--- config.mk ---
export PLATFORM = sky130hd
export DESIGN_NAME = recv
export DESIGN_NICKNAME = d
export VERILOG_FILES = /design/src/rtl/recv.sv
export SDC_FILE = /design/constraint.sdc
export NUM_CORES = 1
export LEC_CHECK = 0
export CELL_PAD_IN_SITES_DETAIL_PLACEMENT = 0
export CELL_PAD_IN_SITES_GLOBAL_PLACEMENT = 1
export CORE_MARGIN = 1.5
export CORE_UTILIZATION = 44
export CTS_CLUSTER_SIZE = 20
export DETAILED_ROUTE_END_ITERATION = 8
export PLACE_DENSITY_LB_ADDON = 0.1
export SYNTH_ARGS = -nofsm -noshare
export SYNTH_HDL_FRONTEND = slang
export SYNTH_SLANG_ARGS = --single-unit
--- constraint.sdc ---
create_clock -name i_clk -period 3.14 [get_ports i_clk]
set_clock_uncertainty 0.2 [all_clocks]
set_input_delay 0.785 -clock i_clk [delete_from_list [all_inputs] [get_ports i_clk]]
set_output_delay 0.785 -clock i_clk [all_outputs]
set_load 0.01 [all_outputs]
--- src/rtl/recv.sv ---
// recv: UART receive datapath, 16x oversampled, 5..9 data bits, parity, 1/2 stop.
// Optional macro RECV_MAJORITY_VOTE_EN: 3-sample majority vote at each sample point.
module recv #(
    parameter int SIZE_DATA     = 9,
    parameter int OVER_SAMPLING = 16
) (
    input  logic                 i_clk,
    input  logic                 i_rst_n,
    input  logic                 i_stick,
    input  logic                 i_rx_en,
    input  logic                 i_data_rx,
    input  logic [2:0]           i_size_frame,
    input  logic [1:0]           i_parity_bit,
    input  logic                 i_stop_bit,
    output logic [SIZE_DATA-1:0] o_data,
    output logic                 o_done_rx,
    output logic                 o_parity_err,
    output logic                 o_frame_err,
    output logic                 o_busy
);
    localparam int CW = $clog2(OVER_SAMPLING);
    localparam logic [CW-1:0] MID  = CW'(OVER_SAMPLING / 2 - 1);
    localparam logic [CW-1:0] LAST = CW'(OVER_SAMPLING - 1);

    typedef enum logic [2:0] {IDLE, START, DATA, PARITY, STOP} state_t;

    state_t        state;
    logic          sync1;
    logic          rx_s;
    logic          bit_s;
    logic          armed;
    logic [CW-1:0] cnt;
    logic [3:0]    idx;
    logic [3:0]    last_idx;
    logic [8:0]    data_r;
    logic          perr_r;
    logic          ferr_r;
    logic          stop_idx;
    logic [2:0]    size_q;
    logic [1:0]    par_q;
    logic          stop_q;
    logic          par_en;
    logic          par_odd;
    logic          par_bad;

    // two-flop synchroniser; idles high like the line
    always_ff @(posedge i_clk or negedge i_rst_n) begin
        if (!i_rst_n) begin
            sync1 <= 1'b1;
            rx_s  <= 1'b1;
        end else begin
            sync1 <= i_data_rx;
            rx_s  <= sync1;
        end
    end

`ifdef RECV_MAJORITY_VOTE_EN
    logic [1:0] hist;

    // previous two stick samples for the majority vote
    always_ff @(posedge i_clk or negedge i_rst_n) begin
        if (!i_rst_n) begin
            hist <= 2'b11;
        end else if (i_stick) begin
            hist <= {hist[0], rx_s};
        end
    end

    assign bit_s = (rx_s & hist[0]) | (rx_s & hist[1]) | (hist[0] & hist[1]);
`else
    assign bit_s = rx_s;
`endif

    // index of the last data bit for the latched frame size
    always_comb begin
        case (size_q)
            3'd0:    last_idx = 4'd4;
            3'd1:    last_idx = 4'd5;
            3'd2:    last_idx = 4'd6;
            3'd4:    last_idx = 4'd8;
            default: last_idx = 4'd7;
        endcase
    end

    assign par_en  = (par_q == 2'b01) || (par_q == 2'b10);
    assign par_odd = (par_q == 2'b01);
    assign par_bad = (^data_r) ^ bit_s ^ par_odd;

    // receive FSM with registered outputs
    always_ff @(posedge i_clk or negedge i_rst_n) begin
        if (!i_rst_n) begin
            state        <= IDLE;
            armed        <= 1'b0;
            cnt          <= '0;
            idx          <= '0;
            data_r       <= '0;
            perr_r       <= 1'b0;
            ferr_r       <= 1'b0;
            stop_idx     <= 1'b0;
            size_q       <= '0;
            par_q        <= '0;
            stop_q       <= 1'b0;
            o_data       <= '0;
            o_done_rx    <= 1'b0;
            o_parity_err <= 1'b0;
            o_frame_err  <= 1'b0;
            o_busy       <= 1'b0;
        end else begin
            o_done_rx <= 1'b0;
            if (state == IDLE && rx_s) begin
                armed <= 1'b1;
            end
            if (state != IDLE && !i_rx_en) begin
                state  <= IDLE;
                o_busy <= 1'b0;
                cnt    <= '0;
            end else if (i_stick) begin
                case (state)
                    IDLE: begin
                        if (i_rx_en && armed && !rx_s) begin
                            state    <= START;
                            o_busy   <= 1'b1;
                            armed    <= 1'b0;
                            cnt      <= '0;
                            data_r   <= '0;
                            perr_r   <= 1'b0;
                            ferr_r   <= 1'b0;
                            stop_idx <= 1'b0;
                            size_q   <= i_size_frame;
                            par_q    <= i_parity_bit;
                            stop_q   <= i_stop_bit;
                        end
                    end
                    START: begin
                        if (cnt == MID) begin
                            cnt <= '0;
                            if (!bit_s) begin
                                idx   <= '0;
                                state <= DATA;
                            end else begin
                                state  <= IDLE;
                                o_busy <= 1'b0;
                            end
                        end else begin
                            cnt <= cnt + 1'b1;
                        end
                    end
                    DATA: begin
                        cnt <= cnt + 1'b1;
                        if (cnt == LAST) begin
                            data_r[idx] <= bit_s;
                            idx         <= idx + 1'b1;
                            if (idx == last_idx) begin
                                state <= par_en ? PARITY : STOP;
                            end
                        end
                    end
                    PARITY: begin
                        cnt <= cnt + 1'b1;
                        if (cnt == LAST) begin
                            perr_r <= par_bad;
                            state  <= STOP;
                        end
                    end
                    STOP: begin
                        cnt <= cnt + 1'b1;
                        if (cnt == LAST) begin
                            if (!stop_q || stop_idx) begin
                                state        <= IDLE;
                                o_busy       <= 1'b0;
                                o_data       <= SIZE_DATA'(data_r);
                                o_parity_err <= perr_r;
                                o_frame_err  <= ferr_r | ~bit_s;
                                o_done_rx    <= 1'b1;
                            end else begin
                                stop_idx <= 1'b1;
                                ferr_r   <= ferr_r | ~bit_s;
                            end
                        end
                    end
                    default: begin
                        state  <= IDLE;
                        o_busy <= 1'b0;
                    end
                endcase
            end
        end
    end
endmodule

=== After elaboration in Yosys (flattened, before gate mapping) ===
Cells that the tools add are included.

* Flip-flop bits (word level): 45
* Bits in latches: 0
* RAM bits: 0
* Memory bits (read-only): 0
* Bits of input ports: 11
* Output and inout port bits: 13
* Memories kept: 0

* Add/subtract/negate cells: 2
* $mul: 0
* Div/mod/pow operators: 0
* Order comparisons: 2
* Eq/ne operators: 28
* Shifts and indexed selects: 0
* Mux-type cells: 55
* Bitwise operators: 5
* Reduce and logical (&&, ||, !) cells: 31

{| class="wikitable"
|+ Operators with widths
! cell !! count
|-
| $mux W3 || 10
|-
| $mux W4 || 7
|-
| $mux W1 || 24
|-
| $ne A3 B3 Y1 const B || 7
|-
| $mux W9 || 2
|-
| $pmux W9 S2 || 1
|-
| $pmux W4 S4 || 1
|-
| $pmux W3 S5 || 1
|-
| $reduce_and A5 Y1 || 3
|-
| $ne A2 B2 Y1 const B || 6
|-
| $pmux W4 S3 || 1
|-
| $reduce_and A6 Y1 || 2
|-
| $reduce_bool A2 Y1 || 5
|-
| $bwmux W9 || 1
|-
| $eq A3 B2 Y1 const B || 3
|-
| $reduce_xor A9 Y1 || 1
|-
| $add A4 B1 Y4 const B || 2
|-
| $pmux W4 S2 || 1
|-
| $reduce_and A8 Y1 || 1
|-
| $reduce_and A7 Y1 || 1
|-
| $eq A3 B1 Y1 const B || 2
|-
| $eq A3 B3 Y1 const B || 2
|-
| $logic_not A3 Y1 || 2
|-
| $pmux W1 S2 || 3
|-
| other kinds (24) || 34
|}

=== Longest topological paths before layout ===
Gate-level depths: netlist (run 1).

* Depth after elaboration: 8
* Gate-level depth with buffers: 7

=== Least setup slack after synthesis (run 1) ===
No wires, ideal clock.

* Path type: input to register
* Start: in i_stick
* End: reg o_data[0]
* Arrival: 2127 ps
* Path slack: 685 ps
* Cell stages on the path: 5
* Buffers on the path: 2
* Cells stage by stage: clkbuf_1 -> o21ai_2 -> nor4_4 -> buf_2 -> mux2_1

* Longest elaborated chain between the ends: 1

{| class="wikitable"
|+ RTL lines
! item !! RTL line !! source
|-
| from (decl) || 9 || <nowiki>input logic i_stick,</nowiki>
|-
| $reduce_and A5 Y1 (no line) || - ||
|-
| to (signal assigned) || 171 || <nowiki>o_data <= SIZE_DATA'(data_r);</nowiki>
|-
| to (decl) || 15 || <nowiki>output logic [SIZE_DATA-1:0] o_data,</nowiki>
|}

Every way passes these cells.
A chain may end at the register's enable or synchronous reset.

=== Final worst setup path (run 1) ===
* Start: in i_rx_en
* End: reg data_r[5]

* Longest elaborated chain between the ends: 4

{| class="wikitable"
|+ RTL lines
! item !! RTL line !! source
|-
| from (decl) || 10 || <nowiki>input logic i_rx_en,</nowiki>
|-
| $logic_and A1 B1 Y1 or $logic_not A1 Y1 (tied branches) || 120, 113 ||
|-
| $logic_and A1 B1 Y1 (on tied branches) || 120, 113 ||
|-
| $ne A2 B1 Y1 (no line) or $not A1 Y1 (tied branches) || - ||
|-
| $reduce_and A5 Y1 (no line) (*) || - ||
|-
| to (signal, indexed assignment) || 151 || <nowiki>data_r[idx] <= bit_s;</nowiki>
|-
| to (decl) || 35 || <nowiki>logic [8:0] data_r;</nowiki>
|}

Every way passes the cells marked *; elsewhere a longest branch is shown, timed or not.

==> results of run 1 <==
kinds of logic after synthesis:
kind of cell	share of synthesized area, %
compound gates	14.96
xor+xnor	4.288
fa+ha+maj	3.063
buf+inv	2.756
flops	46.04
mux	8.729
simple gates	20.16
placed cells by master (no fill, tap or decap), types with 3 or more instances in the layout:
cell | Yosys | routed
sky130_fd_sc_hd__nand2b_1 | 4 | 4
sky130_fd_sc_hd__nand2_1 | 45 | 45
sky130_fd_sc_hd__nor2b_1 | 5 | 5
sky130_fd_sc_hd__clkdlybuf4s50_1 | 0 | 22
sky130_fd_sc_hd__mux2_1 | 7 | 7
sky130_fd_sc_hd__a31oi_1 | 6 | 6
sky130_fd_sc_hd__buf_4 | 0 | 8
sky130_fd_sc_hd__o21a_1 | 3 | 3
sky130_fd_sc_hd__nor3_1 | 5 | 5
sky130_fd_sc_hd__a22o_1 | 8 | 8
sky130_fd_sc_hd__dfrtp_1 | 43 | 43
sky130_fd_sc_hd__mux2_2 | 12 | 12
sky130_fd_sc_hd__clkbuf_8 | 0 | 5
sky130_fd_sc_hd__a21oi_1 | 7 | 7
sky130_fd_sc_hd__ha_1 | 6 | 6
sky130_fd_sc_hd__nand3_1 | 8 | 8
sky130_fd_sc_hd__xnor2_1 | 10 | 10
sky130_fd_sc_hd__inv_1 | 7 | 7
sky130_fd_sc_hd__o21ai_0 | 9 | 9
sky130_fd_sc_hd__nor2_1 | 13 | 13
path summary, 6_finish.rpt:
| kind | to | depth (start not counted) |
|---|---|---|
| hold reg to reg | bit_s$_DFF_PN1_ | 0 |
| max in group asynchronous | sync1$_DFF_PN1_ | 2 |
| setup reg to reg | o_parity_err$_DFFE_PN0P_ | 5 |
| min in group asynchronous | o_data[1]$_DFFE_PN0P_ | 1 |
| hold / removal | bit_s$_DFF_PN1_ | 0 |
| setup / recovery | data_r[5]$_DFFE_PN0P_ | 6 |
final cells by class:
type | count | share of cell area [%]
inverters | 7 | 0.9134
well taps | 70 | 3.045
clock inverters | 3 | 0.8699
clock buffers | 5 | 2.392
multi-input cells | 184 | 43.63
flip-flops and latches | 45 | 39.23
repair buffers | 31 | 9.917
power by group through the flow:
stage               logic, mW  clock network, mW  registers [mW]
global placement        0.770                  0           0.861
global route            0.874              0.415           0.875
floorplan               0.603                  0           0.805
CTS                     0.774              0.393           0.852
detailed placement      0.771                  0           0.864
finish                  0.766              0.375           0.852
worst max-delay path, cell delays in order:
cell                              delay (ns)
sky130_fd_sc_hd__clkdlybuf4s50_1        0.55
sky130_fd_sc_hd__buf_4                  0.21
sky130_fd_sc_hd__o21a_1                 0.19
sky130_fd_sc_hd__nand4_1                0.15
sky130_fd_sc_hd__nor3b_1                0.45
sky130_fd_sc_hd__a22o_1                 0.21
routing by layer:
| metal | share of wire, % | up-vias | global-route usage [%] | wire [um] |
|---|---|---|---|---|
| li1 | - | 937 | - | - |
| met1 | 52 | 870 | 27.86 | 2595 |
| met2 | 43 | 47 | 25.04 | 2122 |
| met3 | 4.0 | 4 | 4.000 | 198 |
| met4 | 1.0 | 0 | 6.000 | 51 |
| met5 | 0 | - | 0 | 0 |
state kept, by name, summed over array words and instances, names as in the netlist, 2 cells and up:
register and cells:
cnt 4, state 3, data_r 9, par_q 2, o_data 9, size_q 3
idx 4
==> impl_metrics.json, run 1 <==
{
  "synthArstFlopShare_pct": 100.0,
  "result_of_the_run": "completed",
  "final.hold.worst_slack_ns": 0.1599,
  "cts_resized": 0,
  "grt_pass1_wl_mm": 8.535,
  "tightestPinTransition_ns": 0.5248,
  "synthesis.nets": 263,
  "floorplan.initialDensity_pct": 46.80,
  "firstDrtPassIters": 4,
  "dieHeight_um": 77.64,
  "cts.htree.levels": 2,
  "cts_hold_buffers": 0,
  "register_bit_count_reported_by_yosys": 45,
  "yosys_most_used_dff": "sky130_fd_sc_hd__dfrtp_1",
  "n_fill_cell": 502,
  "fin_cells": 345,
  "final.period_utilization_pct": 79.93,
  "synthesis.area_um2": 2451,
  "min_period_ns": 2.510,
  "layout.cell_area.non_filler_um2": 2877,
  "gp_routability_congestion": 0.8240,
  "grt_setup_unrepaired": "no",
  "drc_errors": 0,
  "switch_share_pct": 40.43,
  "global_router_s_overall_resource_usage_pct": 18.18,
  "post-synth-top-count-cell": "sky130_fd_sc_hd__nand2_1",
  "critical_path.startpoint_type": "primary input",
  "die_x_um": 77.64,
  "antenna_found_initial": 0,
  "clkTransAtPathRegs_ns": 0.09,
  "timing.setup.critical_path_class": "primary input to register",
  "hold_path_class": "register to register",
  "clkLatencyLatePin_ns": 0.30,
  "timing_max_transition_violations_final": 0,
  "placedCellCount": 337,
  "peak_freq_mhz": 398.4,
  "final_layout_size_suffix_gt1_share_pct": 13.09,
  "synthDistinctLibCells": 48,
  "place_ws_ns": 0.2975,
  "power.total_mw": 1.993,
  "multiInputGateArea_um2": 1255,
  "cts_sinks": 45,
  "arrival_ns": 2.56,
  "cts_tree": "yes",
  "worst-r2r-setup-slack_ns": 0.80,
  "die_area_um2": 6027,
  "floorplan.core_area_um2": 5238,
  "avgViaCountPerCell": 5.386,
  "finalHoldViolations": 0,
  "detail_route.wirelength_mm": 4.968,
  "share_comb_of_total_power_pct": 38.4,
  "critPathMaxFanout": 13,
  "synth_area_per_cell_um2": 9.964,
  "p_sw_mw": 0.8060,
  "yosys.area.top_type_share_pct": 43.90,
  "final_critical_path_setup_slack_ns": 0.6301,
  "route.vias.total": 1858,
  "power.share.clock_pct": 18.8,
  "post_synth_main_area_contributors": "sky130_fd_sc_hd__dfrtp_1 (44%), sky130_fd_sc_hd__nand2_1 (6.9%), sky130_fd_sc_hd__mux2_2 (5.5%)",
  "placement.io_buffers": 23,
  "power.density_nw_per_um2": 693.0,
  "detailedPlacementHpwl_mm": 3.704,
  "area_growth_from_synthesis_to_layout_pct": 17.36,
  "timing.critical_path.to_type": "register",
  "numCtsBuffers": 5,
  "final_util_pct": 54.92,
  "ioPinCount": 24,
  "regArea_um2": 1129,
  "synth-edff-count": 0,
  "placed_instance_area_um2": 2783,
  "detail-route-antenna-nets": 0,
  "clock_tree.root_cell": "sky130_fd_sc_hd__clkbuf_8",
  "cap_viol_max_count": 0,
  "yosys.area.top_type": "sky130_fd_sc_hd__dfrtp_1",
  "finalNetCount": 291,
  "globalRoute.totalOverflow": 0,
  "synth_commonest_cells": "sky130_fd_sc_hd__nand2_1 (45), sky130_fd_sc_hd__dfrtp_1 (43), sky130_fd_sc_hd__nor2_1 (13)",
  "timing.slew.headroom_pct": 65.01,
  "cts.repair_timing.setup_buffer_count": 0,
  "seq_power_share_pct": 42.8,
  "synthesis.yosys.warnings": 0,
  "crit_path_start": "i_rx_en",
  "worstReg2RegStart": "state[1]$_DFFE_PN0P_",
  "power_leakage_nw": 1.218,
  "cell_internal_pwr_mw": 1.187,
  "grt_max_degree": 26,
  "finalSetupViolations": 0,
  "row_count": 26,
  "wl_per_cell_um": 14.40,
  "cts_max_path_buffers": 2,
  "seq_area_frac_synth_pct": 46.04,
  "via_count_of_the_first_global_routing_pass": 1713,
  "worst_hold_startpoint": "sync1$_DFF_PN1_",
  "num_antenna_cells": 0,
  "worst_ep_required_time_ns": 3.19,
  "setup_tns_ns": 0,
  "worst_ir_drop_vdd_mv": 0.3117,
  "post_synthesis_instance_total": 246,
  "dr.first_iter.drc_count": 156
}
Note: power is estimated with default switching activity, not from simulation.
==> run 2: changes to the inputs <==
CORE_UTILIZATION = 40   (was 44)
clock period = 2.1 ns   (was 3.14 ns; I/O delays follow)
==> run 2 against run 1 <==
Effect of this change: wire length is 13% higher; cell count is 14% higher; non-clock buffer count grew 44; sequential cell count is the same; register-to-register slack got worse by 0.74 ns; core utilization up 1.1 points; cell area increased by 15%; critical endpoint is now idx[3]$_DFFE_PN0P_; count of clock-buffer cells in the layout stayed put; critical path type is now register to register; worst setup slack worse by 0.57 ns; die area up 9.6%; first-iteration DRC count down 51%; sequential power rose by 43%.
==> impl_metrics.json, run 2 (synthesis results as in run 1) <==
{
  "grt_setup_unrepaired": "yes",
  "hold-path-cell-count": 0,
  "area_growth_from_synthesis_to_layout_pct": 35.43,
  "timing.rr.end": "idx[3]$_DFFE_PN0P_",
  "timing_max_transition_violations_final": 0,
  "floorplan.initialDensity_pct": 41.40,
  "critical_path.startpoint_type": "register",
  "wire_length_on_met3_um": 203,
  "cts_tree": "yes",
  "hold_path_class": "register to register",
  "timing.slew.headroom_pct": 72.68,
  "final_layout_size_suffix_gt1_share_pct": 27.90,
  "crit_path_start": "state[0]$_DFFE_PN0P_",
  "timing.setup.critical_path_class": "register to register",
  "critPathSlowestCell": "sky130_fd_sc_hd__dfrtp_2",
  "detail-route-antenna-nets": 0,
  "firstDrtPassIters": 4,
  "worst_r2r_path_depth": 5,
  "route.vias.total": 2024,
  "ioPinCount": 24,
  "timing.critical_path.to_type": "register",
  "grt_max_degree": 22,
  "finalHoldViolations": 0,
  "detailedPlacementHpwl_mm": 4.320,
  "drc_errors": 0,
  "min_period_ns": 2.043,
  "num_antenna_cells": 0,
  "worstReg2RegStart": "state[0]$_DFFE_PN0P_",
  "globalRoute.totalOverflow": 0,
  "power.density_nw_per_um2": 1067,
  "die_area_um2": 6606,
  "worst_ir_drop_vdd_mv": 0.6868,
  "drt-met1-wl_mm": 2.836,
  "place_ws_ns": -0.3696,
  "finalSetupViolations": 0,
  "fin_cells": 394,
  "topRoutingLayerUsed": "met4",
  "critical_path.cell_chain": "buf_4, and2b_2, a311o_1, or4_1, nand3_1",
  "worst_hold_path.endpoint": "bit_s$_DFF_PN1_",
  "power.total_mw": 3.540,
  "peak_freq_mhz": 489.4,
  "numCtsBuffers": 5,
  "clock_tree.root_cell": "sky130_fd_sc_hd__clkbuf_8",
  "avgViaCountPerCell": 5.137,
  "critPathMaxFanout": 5,
  "global_router_s_overall_resource_usage_pct": 19.28,
  "cts_max_path_buffers": 2,
  "largestRegisters": "data_r: 9 flops, o_data: 9 flops",
  "cts.htree.levels": 2,
  "cap_viol_max_count": 0,
  "antenna_found_initial": 0,
  "die_x_um": 81.28,
  "floorplan.core_area_um2": 5921,
  "wl_per_cell_um": 14.19,
  "dieHeight_um": 81.28,
  "grt_pass1_wl_mm": 9.515,
  "arrival_ns": 2.09,
  "mostFrequentLayoutCell": "sky130_fd_sc_hd__buf_4",
  "placement.io_buffers": 23,
  "routed-wl-met2_mm": 2.503,
  "power_leakage_nw": 1.458,
  "worst_hold_startpoint": "sync1$_DFF_PN1_",
  "finalNetCount": 335,
  "row_count": 28,
  "final.period_utilization_pct": 97.30,
  "worst-r2r-setup-slack_ns": 0.06,
  "dr.first_iter.drc_count": 76,
  "tightestPinTransition_ns": 0.4089,
  "detail_route.wirelength_mm": 5.591,
  "gp_routability_congestion": 0.8791,
  "critical_path.max_stage_delay_ns": 0.47,
  "worst_ep_required_time_ns": 2.14,
  "result_of_the_run": "completed",
  "clkTransAtPathRegs_ns": 0.09,
  "clkLatencyLatePin_ns": 0.30,
  "placedCellCount": 380,
  "cts_sinks": 45,
  "final_util_pct": 56.07,
  "via_count_of_the_first_global_routing_pass": 1930,
  "final_critical_path_setup_slack_ns": 0.05678,
  "final.hold.worst_slack_ns": 0.1629,
  "final_cell_mix": "sky130_fd_sc_hd__buf_4 (46), sky130_fd_sc_hd__nand2_1 (45), sky130_fd_sc_hd__dfrtp_1 (40)"
}
## run 2: changes by cell type in the layout (fill, tap and decap cells not counted), sizes merged
cell	previous run	this run
buf	9	52
clkdlybuf4s50	22	21
inv	8	9
bufinv	0	1
dlygate4sd3	0	1
clkinvlp	1	0
clkinv	1	0
dlygate4sd2	0	1
## run 2: cell type report
type	instances	area, um^2
flip-flops and latches	45	1132
inverters	7	26.28
fillers	548	2601
multi-input cells	184	1297
clock buffers	5	68.82
repair buffers	75	653.1
clock inverters	3	47.55
well taps	75	93.84
## run 2: timing repair
| action | CTS | global route |
|---|---|---|
| pin swaps | 1 | 5 |
| resized for setup | 4 | 10 |
| hold buffers | 1 | 0 |
| endpoints found under the setup margin | 6 | 19 |
| cloned | 0 | 0 |
| setup buffers | 1 | 4 |
| endpoints found under the hold margin | 10 | 0 |
## run 2: worst max-delay path, delay by kind of cell (launching register included)
| family | cells | cell delay [ns] |
|---|---|---|
| buffers and inverters | 1 | 0.18 |
| flip-flops | 1 | 0.47 |
| AND/OR/NAND/NOR | 3 | 0.78 |
| AO/OA/AOI/OAI | 1 | 0.37 |
## run 2: how the worst max path moves through the flow
stage                       endpoint  slack (ns)  cells after the start
3_3_place_gp    state[0]$_DFFE_PN0P_       -0.33                      6
3_5_place_dp    state[2]$_DFFE_PN0P_       -0.37                      6
5_1_grt        data_r[6]$_DFFE_PN0P_       -0.02                      7
6_report          idx[3]$_DFFE_PN0P_        0.06                      5
2_1_floorplan     idx[3]$_DFFE_PN0P_       0.006                      5
4_1_cts        data_r[6]$_DFFE_PN0P_        0.02                      7
## run 2: metrics by stage
| stage | instance area [um^2] | setup TNS, ns |
|---|---|---|
| 2_1_floorplan | 2466 | 0 |
| 3_3_place_gp | 3110 | -8.428 |
| 3_5_place_dp | 3110 | -8.585 |
| 4_1_cts | 3252 | 0 |
| 5_1_grt | 3319 | -0.04147 |
| 6_report | 3319 | 0 |
## run 2: metal layers
metal,global-route usage [%],vias to the layer above
li1,-,1020
met1,27.43,959
met2,29.59,41
met3,4.382,4
met4,4.655,0
met5,0,-
## run 2: power breakdown
group	switching, mW	internal [mW]
sequential	0.184	1.04
combinational	0.818	0.825
clock	0.313	0.363
==> run 3: changes to the inputs <==
PLACE_DENSITY = 0.83   (was not set)
PLACE_DENSITY_LB_ADDON = not set   (was 0.1)
==> run 3 against run 2 <==
Effect of this change: global-route usage shrank 0.95 points; die area is the same; largest power group unchanged; critical path depth grew 1; sequential power is essentially flat; total power shrank 2.9%; first-iteration DRC count grew 36%; maximum frequency grew 0.67%; wire length shrank 2.9%; critical path type unchanged.
==> impl_metrics.json, run 3 (synthesis results as in run 1) <==
{
  "result_of_the_run": "completed",
  "mostFrequentLayoutCell": "sky130_fd_sc_hd__nand2_1",
  "drc_errors": 0,
  "clkTransAtPathRegs_ns": 0.09,
  "die_area_um2": 6606,
  "hold_path_class": "register to register",
  "worst_ep_required_time_ns": 2.10,
  "timing_max_transition_violations_final": 0,
  "worst_ir_drop_vdd_mv": 0.5322,
  "via_count_of_the_first_global_routing_pass": 1924,
  "cell_internal_pwr_mw": 2.126,
  "row_count": 28,
  "timing.setup.critical_path_class": "register to register",
  "clkLatencyLatePin_ns": 0.31,
  "gp_routability_congestion": 0.8875,
  "antenna_found_initial": 0,
  "power.total_mw": 3.437,
  "switch_share_pct": 38.15,
  "timing.slew.headroom_pct": 71.33,
  "min_period_ns": 2.030,
  "layout.cell_area.non_filler_um2": 3272,
  "dr.first_iter.drc_count": 103,
  "worst-r2r-setup-slack_ns": 0.07,
  "critical_path.max_stage_delay_ns": 0.48,
  "finalSetupViolations": 0,
  "finalNetCount": 329,
  "hold-path-cell-count": 0,
  "detail_route.wirelength_mm": 5.429,
  "placed_instance_area_um2": 3080,
  "peak_freq_mhz": 492.7,
  "wl_per_cell_um": 13.99,
  "area_growth_from_synthesis_to_layout_pct": 33.49,
  "power_leakage_nw": 1.436,
  "placement.io_buffers": 23,
  "critPathMaxFanout": 8,
  "n_fill_cell": 530,
  "global_router_s_overall_resource_usage_pct": 18.33,
  "numCtsBuffers": 5,
  "largestRegisters": "data_r: 9 flops, o_data: 9 flops",
  "finalHoldViolations": 0,
  "power.share.clock_pct": 20.0,
  "globalRoute.totalOverflow": 0,
  "route.vias.total": 2027,
  "cts.htree.levels": 2,
  "critical_path.startpoint_type": "register",
  "arrival_ns": 2.03,
  "cap_viol_max_count": 0,
  "worst_r2r_path_depth": 6,
  "grt_pass1_wl_mm": 9.273,
  "place_ws_ns": -0.3521,
  "critical_path.cell_chain": "buf_4, xor2_1, o21ai_0, nand3_1, a21oi_2, mux2_2",
  "clock_tree.root_cell": "sky130_fd_sc_hd__clkbuf_8",
  "final_cell_mix": "sky130_fd_sc_hd__nand2_1 (45), sky130_fd_sc_hd__buf_4 (42), sky130_fd_sc_hd__dfrtp_1 (40)",
  "final.period_utilization_pct": 96.65,
  "cts_sinks": 45,
  "grt_max_degree": 30,
  "fin_cells": 388,
  "critPathSlowestCell": "sky130_fd_sc_hd__dfrtp_2",
  "ioPinCount": 24,
  "tightestPinTransition_ns": 0.4301,
  "die_x_um": 81.28,
  "cts_tree": "yes",
  "cts_max_path_buffers": 2,
  "seq_power_share_pct": 36.1,
  "timing.critical_path.to_type": "register",
  "share_comb_of_total_power_pct": 43.8,
  "final_layout_size_suffix_gt1_share_pct": 26.52,
  "dieHeight_um": 81.28,
  "num_antenna_cells": 0,
  "p_sw_mw": 1.311,
  "detail-route-antenna-nets": 0,
  "floorplan.initialDensity_pct": 41.40,
  "final_critical_path_setup_slack_ns": 0.07034,
  "avgViaCountPerCell": 5.224,
  "placedCellCount": 376,
  "power.density_nw_per_um2": 1050,
  "setup_tns_ns": 0,
  "detailedPlacementHpwl_mm": 4.054,
  "floorplan.core_area_um2": 5921,
  "final_util_pct": 55.26,
  "firstDrtPassIters": 4,
  "final.hold.worst_slack_ns": 0.1604
}
## run 3: repair_timing
item / CTS / global route
hold buffers: 1 / 0
pin swaps: 0 / 2
setup endpoints to repair: 3 / 23
endpoints found under the hold margin: 16 / 0
buffers inserted: 0 / 3
resized for setup: 4 / 8
## run 3: power groups by stage
stage                     Combinational [mW]  Sequential, mW  Clock, mW
final                                   1.51            1.24      0.689
after CTS                               1.46            1.23      0.707
after floorplan                        0.912            1.21          0
after detailed placement                1.43            1.24          0
after global placement                  1.41            1.23          0
after global routing                    1.68            1.27      0.739
## run 3: worst paths after layout
path,startpoint,end
min in group asynchronous,i_rst_n,size_q[2]$_DFFE_PN0P_
min,sync1$_DFF_PN1_,bit_s$_DFF_PN1_
max,state[1]$_DFFE_PN0P_,state[0]$_DFFE_PN0P_
max in group asynchronous,i_rst_n,bit_s$_DFF_PN1_
max reg2reg,state[1]$_DFFE_PN0P_,state[0]$_DFFE_PN0P_
min reg2reg,sync1$_DFF_PN1_,bit_s$_DFF_PN1_
## run 3: critical path: cells and delay by family, from the launching register on
| kind | cells | cell delay [ns] |
|---|---|---|
| compound gates | 2 | 0.38 |
| mux | 1 | 0.37 |
| flops | 1 | 0.48 |
| simple gates | 1 | 0.15 |
| buf+inv | 1 | 0.20 |
| xor+xnor | 1 | 0.16 |
## run 3: final cells by class
cell class / instances / area [um^2] / share of cell area [%]
timing repair buffer: 69 / 603.1 / 18.43
tap: 75 / 93.84 / 2.868
clock buffer: 5 / 68.82 / 2.103
sequential: 45 / 1132 / 34.61
clock inverter: 3 / 47.55 / 1.453
multi-input combinational: 184 / 1300 / 39.73
inverter: 7 / 26.28 / 0.8031
## run 3: per-layer routing
| layer | GRT usage, % | share of wire, % |
|---|---|---|
| met1 | 25.39 | 47 |
| met2 | 29.17 | 48 |
| met3 | 3.708 | 3.5 |
| met4 | 4.655 | 1.1 |
| met5 | 0 | 0 |
